`src/rtl/parity_tx_ctrl_if.sv`:
```
// Byte handshake between a requester and parity_tx_ctrl.
// err_inject exists only when PARITY_ERR_INJECT_EN is defined.
interface parity_tx_ctrl_if;
    logic       in_valid;
    logic [7:0] in_data;
    logic       even_odd;
    logic       in_ready;
`ifdef PARITY_ERR_INJECT_EN
    logic       err_inject;

    modport master (output in_valid, in_data, even_odd, err_inject, input in_ready);
    modport slave  (input in_valid, in_data, even_odd, err_inject, output in_ready);
`else
    modport master (output in_valid, in_data, even_odd, input in_ready);
    modport slave  (input in_valid, in_data, even_odd, output in_ready);
`endif
endinterface

```
`src/rtl/parity_tx_ctrl.sv`:
```
// Serial framer: start(0), d0..d7 LSB first, parity, stop(1), each held BIT_CYCLES clocks.
// Optional PARITY_ERR_INJECT_EN adds err_inject to flip the parity bit of one frame.
module parity_tx_ctrl #(
    parameter int BIT_CYCLES = 4
) (
    input  logic                    clk,
    input  logic                    rst,
    parity_tx_ctrl_if.slave         in_if,
    output logic                    tx_out,
    output logic                    busy,
    output logic                    done,
    output logic                    parity_out
);
    typedef enum logic [2:0] {IDLE, START, DATA, PARITY, STOP} state_t;

    localparam logic [7:0] LAST_CYCLE = 8'(BIT_CYCLES - 1);

    state_t     state_q, state_d;
    logic [7:0] cnt_q, cnt_d;
    logic [2:0] idx_q, idx_d;
    logic [7:0] data_q, data_d;
    logic       parity_q, parity_d;
    logic       tx_out_q, tx_out_d;
    logic       done_q, done_d;

    logic       inj;
    logic       parity_calc;
    logic       bit_end;

`ifdef PARITY_ERR_INJECT_EN
    assign inj = in_if.err_inject;
`else
    assign inj = 1'b0;
`endif

    // XOR-reduce gives even parity; odd mode and error injection each flip it.
    assign parity_calc = (^in_if.in_data) ^ ~in_if.even_odd ^ inj;
    assign bit_end     = (cnt_q == LAST_CYCLE);

    always_comb begin
        state_d  = state_q;
        cnt_d    = cnt_q;
        idx_d    = idx_q;
        data_d   = data_q;
        parity_d = parity_q;
        done_d   = 1'b0;
        tx_out_d = 1'b1;

        if (state_q == IDLE) begin
            cnt_d = 8'd0;
            idx_d = 3'd0;
            if (in_if.in_valid) begin
                state_d  = START;
                data_d   = in_if.in_data;
                parity_d = parity_calc;
            end
        end else if (!bit_end) begin
            cnt_d = cnt_q + 8'd1;
        end else begin
            cnt_d = 8'd0;
            unique case (state_q)
                START: begin
                    state_d = DATA;
                    idx_d   = 3'd0;
                end
                DATA: begin
                    if (idx_q == 3'd7) begin
                        state_d = PARITY;
                    end else begin
                        idx_d = idx_q + 3'd1;
                    end
                end
                PARITY: state_d = STOP;
                STOP: begin
                    state_d = IDLE;
                    done_d  = 1'b1;
                end
                default: state_d = IDLE;
            endcase
        end

        // Register the level of the state being entered so tx_out lines up with state_q.
        unique case (state_d)
            IDLE:    tx_out_d = 1'b1;
            START:   tx_out_d = 1'b0;
            DATA:    tx_out_d = data_d[idx_d];
            PARITY:  tx_out_d = parity_d;
            STOP:    tx_out_d = 1'b1;
            default: tx_out_d = 1'b1;
        endcase
    end

    always_ff @(posedge clk) begin
        if (rst) begin
            state_q  <= IDLE;
            cnt_q    <= 8'd0;
            idx_q    <= 3'd0;
            data_q   <= 8'd0;
            parity_q <= 1'b0;
            tx_out_q <= 1'b1;
            done_q   <= 1'b0;
        end else begin
            state_q  <= state_d;
            cnt_q    <= cnt_d;
            idx_q    <= idx_d;
            data_q   <= data_d;
            parity_q <= parity_d;
            tx_out_q <= tx_out_d;
            done_q   <= done_d;
        end
    end

    assign in_if.in_ready = (state_q == IDLE);
    assign busy           = (state_q != IDLE);
    assign done           = done_q;
    assign tx_out         = tx_out_q;
    assign parity_out     = parity_q;
endmodule
```
`src/flat_wrapper.sv`:
```
// flat-port wrapper written by rule: the top's interface ports become plain ports
module parity_tx_ctrl_flat 
#(
    parameter int BIT_CYCLES = 4
)
  (clk, rst, tx_out, busy, done, parity_out, in_if_in_valid, in_if_in_data, in_if_even_odd, in_if_in_ready);
  parity_tx_ctrl_if in_if_i ();
  input  logic clk;
  input  logic rst;
  output logic tx_out;
  output logic busy;
  output logic done;
  output logic parity_out;
  input wire logic [$bits(in_if_i.in_valid)-1:0] in_if_in_valid;
  input wire logic [$bits(in_if_i.in_data)-1:0] in_if_in_data;
  input wire logic [$bits(in_if_i.even_odd)-1:0] in_if_even_odd;
  output wire logic [$bits(in_if_i.in_ready)-1:0] in_if_in_ready;
  assign in_if_i.in_valid = in_if_in_valid;
  assign in_if_i.in_data = in_if_in_data;
  assign in_if_i.even_odd = in_if_even_odd;
  assign in_if_in_ready = in_if_i.in_ready;
  parity_tx_ctrl #(.BIT_CYCLES(BIT_CYCLES)) u_core (.clk(clk), .rst(rst), .in_if(in_if_i), .tx_out(tx_out), .busy(busy), .done(done), .parity_out(parity_out));
endmodule
```
`config.mk`:
```
export PLATFORM = sky130hd
export DESIGN_NAME = parity_tx_ctrl_flat
export DESIGN_NICKNAME = d
export VERILOG_FILES = /design/src/rtl/parity_tx_ctrl_if.sv /design/src/rtl/parity_tx_ctrl.sv /design/src/flat_wrapper.sv
export SDC_FILE = /design/constraint.sdc
export NUM_CORES = 1
export LEC_CHECK = 0
export CAP_MARGIN = 40
export CORE_AREA = 3 3 53 55
export DETAILED_ROUTE_END_ITERATION = 10
export DIE_AREA = 0 0 56 58
export MAX_ROUTING_LAYER = met4
export PLACE_DENSITY = 0.76
export SETUP_SLACK_MARGIN = 0.05
export SLEW_MARGIN = 20
export SYNTH_ARGS = -nofsm -noshare
export SYNTH_HDL_FRONTEND = slang
export SYNTH_SLANG_ARGS = --single-unit
```
`constraint.sdc`:
```
create_clock -name clk -period 2.6 [get_ports clk]
set_input_delay 0.52 -clock clk [delete_from_list [all_inputs] [get_ports clk]]
set_output_delay 0.52 -clock clk [all_outputs]
set_load 0.02 [all_outputs]
```
==> reports/results.ini <==
[yosys]
ys_types=42
synth_top_area_share_pct=39.49
postSynthCellCount=149
synth_seq_area_share_pct=39.49
ys_seq_elements=25
yosys.area.top_type=dfxtp_1
avgSynthCellArea_sq_um=8.506
synth_compound_area_share_pct=15.40
synth-simple-area-share_pct=27.84
synth_mux_area_share_pct=2.567
synth_top_family_by_area=simple AND/OR/NAND/NOR gates
synth_area_sq_um=1267
synth_xor_xnor_area_share_pct=9.674
synthTopCellsByArea=dfxtp_1 39%, nand2_1 7.1%, xnor2_1 5.5%
yosys_warnings=0
synth_nets=163
synthAdderAreaFrac_pct=1.974

[cts]
clkLatencyLatePin_ns=0.32
holdBufCountCts=0
postCtsSetupRepairBufs=0
htree_levels=1
clock-root-buffer=clkbuf_4
cts_num_sinks=25
cts_tree=yes
cts_buffers=3
clk_pin_slew_worst_paths_ns=0.14
cts_buffer_depth=2

[worst_hold_path]
hold_class=register to register
worstHoldEndpoint=u_core.data_q[6]
min_path_cells=2
min_from=u_core.data_q[6]

[floorplan]
die_h_um=58
initial_core_util_pct=52.11
rows=18
ios=17
die_area_sq_um=3248
core_area_sq_um=2432
die_w_um=56

[sta]
fin_setup_tns_ns=0
drv_slew=0
hold_viol_final=0
fin_crit_sh_pct=90.96
grt_setup_unrepaired=false
max_freq_mhz=422.9
skew_ns=0.007714
period_needed_ns=2.365
holdWs_ns=0.4692
tightest_slew_ns=0.3738
setup_violations=0
slew_headroom_pct=75.05

[detailed_routing]
viasPerCell=5.472
detail_route.first_pass.iterations=4
wl_um=2567
wl_per_cell_um=13.16
drcViolationCount=0
dr.first_iter.drc_count=31
num_vias=1067
antenna_left=0

[power_and_ir_drop]
p_leak_nw=0.5571
vdd_drop_max_v=0.0004343
p_total_uw=704.6
powerDensity_nw_per_um2=473.2

[critical_path]
cp_cell_sequence=ha_1 > nor3b_4 > a31oi_1 > o31a_1 > nor2_2 > mux2_2 > o22ai_1 > a211oi_2
path_delay_family=compound AO/OA/AOI/OAI gates
cp_max_fo=5
cp-end-kind=register
reg2reg_depth=8
setup.worst_path.start_class=register
reg2reg_from=u_core.cnt_q[0]
critPathBufInv=0
crit_required_ns=2.82
worst_path_max_delay_cell=dfxtp_1
critPathMaxStageDelay_ns=0.40
critical_path_class=register to register
worstPathArrival_ns=2.59
r2r_slack_ns=0.24
startpoint=u_core.cnt_q[0]
regToRegEndpoint=u_core.tx_out

[global_routing]
grt_max_degree=14
grt_pass1_wl_um=4250
antenna_found_initial=0
grt_pass1_vias=979
grt_util_all_layers_pct=17.30
overflow=0

[final_layout]
area_delta_synth_final_pct=17.47
num_antenna_cells=0
final_cells=195
multi_input_area_sq_um=734.5
final_area_sq_um=1489
drive_above_1_share_pct=9.697
final-seq-area_sq_um=500.5
nets=180
nFillCells=221

[placement]
gp_congestion=0.7837
placed_area_sq_um=1456
dp_cells=191
dp_hpwl_um=1922
numPortBuffers=16

[run_status]
status=completed

[flow_run]
maxCapViolations=0

-- placed cells by master, fill, tap and decap left out, types with 2 or more instances in the layout --
cell,instances
a21oi_1,12
nor2b_1,2
xnor2_1,8
a31oi_1,3
nor2_1,15
ha_1,2
buf_4,2
xor2_1,6
dfxtp_1,25
inv_1,4
o21ai_0,4
mux2_2,2
clkdlybuf4s50_1,16
nand2_1,24
clkbuf_4,3
nor4_1,2
nand3_1,5
and3_1,4
-- where the power goes --
part / leakage [nW] / internal [mW] / switching (mW)
logic: 0.339 / 0.0621 / 0.0583
clock network: 0.0150 / 0.0601 / 0.116
registers: 0.204 / 0.397 / 0.0107
-- worst min-delay path, cell delays in order, from the launching register on --
cell and delay, ns:
dfxtp_1 0.33, nand2_1 0.05, a21oi_1 0.05
-- metrics by stage --
| step | setup WS, ns | utilization, % |
|---|---|---|
| global placement | 0.3015 | 59.88 |
| global route | 0.04239 | 61.21 |
| floorplan | 0.4402 | - |
| detailed placement | 0.2023 | 59.88 |
| CTS | 0.1744 | 60.96 |
| finish | 0.2351 | 61.21 |
-- cells by family (layout without fill, tap and decap cells) --
kind of cell             after synthesis  in the layout
AO/OA/AOI/OAI                         30             30
adder cells (fa/ha/maj)                2              2
XOR/XNOR                              14             14
flip-flops                            25             25
multiplexers                           3              3
AND/OR/NAND/NOR                       65             65
buffers and inverters                 10             26
-- registers in the layout (all words and copies together) (netlist names) --
signal	flops
u_core.idx_q	3
u_core.cnt_q	8
u_core.done	1
u_core.parity_out	1
u_core.tx_out	1
u_core.data_q	8
u_core.state_q	3
-- timing repair --
item,in CTS,in global routing
resized for setup,0,1
endpoints found under the hold margin,0,0
endpoints found under the setup margin,0,1
-- cell type report --
cell class / count / share of cell area (%)
Tap cell: 30 / 2.521
Timing Repair Buffer: 18 / 11.76
Multi-Input combinational cell: 114 / 49.33
Clock buffer: 4 / 1.765
Sequential cell: 25 / 33.61
Inverter: 4 / 1.008
-- cells in the mapped netlist --
master and number:
a211oi_1 1, a211oi_2 1, a21o_1 1, a21oi_1 12
a21oi_2 1, a2bb2oi_1 1, a31oi_1 3, and2_1 1
and2_2 1, and3_1 4, buf_2 1, clkbuf_1 5
dfxtp_1 25, ha_1 2, inv_1 4, mux2_2 2
mux2i_1 1, nand2_1 24, nand2b_1 1, nand3_1 5
nand3_2 1, nor2_1 15, nor2_2 1, nor2b_1 2
nor3_1 1, nor3_2 1, nor3b_2 1, nor4_1 2
nor4_4 1, nor4b_4 1, o2111a_1 1, o211a_1 1
o21a_1 1, o21ai_0 4, o21bai_1 1, o22ai_1 1
o31a_1 1, or3_1 1, or3b_1 1, or4_1 1
xnor2_1 8, xor2_1 6
-- layer usage --
metal / routed length [um] / global-route usage, % / vias up
li1: - / - / 543
met1: 1237 / 21.25 / 491
met2: 1173 / 27.38 / 27
met3: 95 / 2.450 / 6
met4: 61 / 9.831 / 0
met5: 0 / - / -
-- worst max-delay path by stage --
stage	to	depth (start not counted)
after floorplan	u_core.tx_out	8
after global placement	u_core.tx_out	8
after detailed placement	u_core.tx_out	8
after CTS	u_core.tx_out	8
after global routing	u_core.tx_out	8
final	u_core.tx_out	8
(Power assumes the default switching activity.)
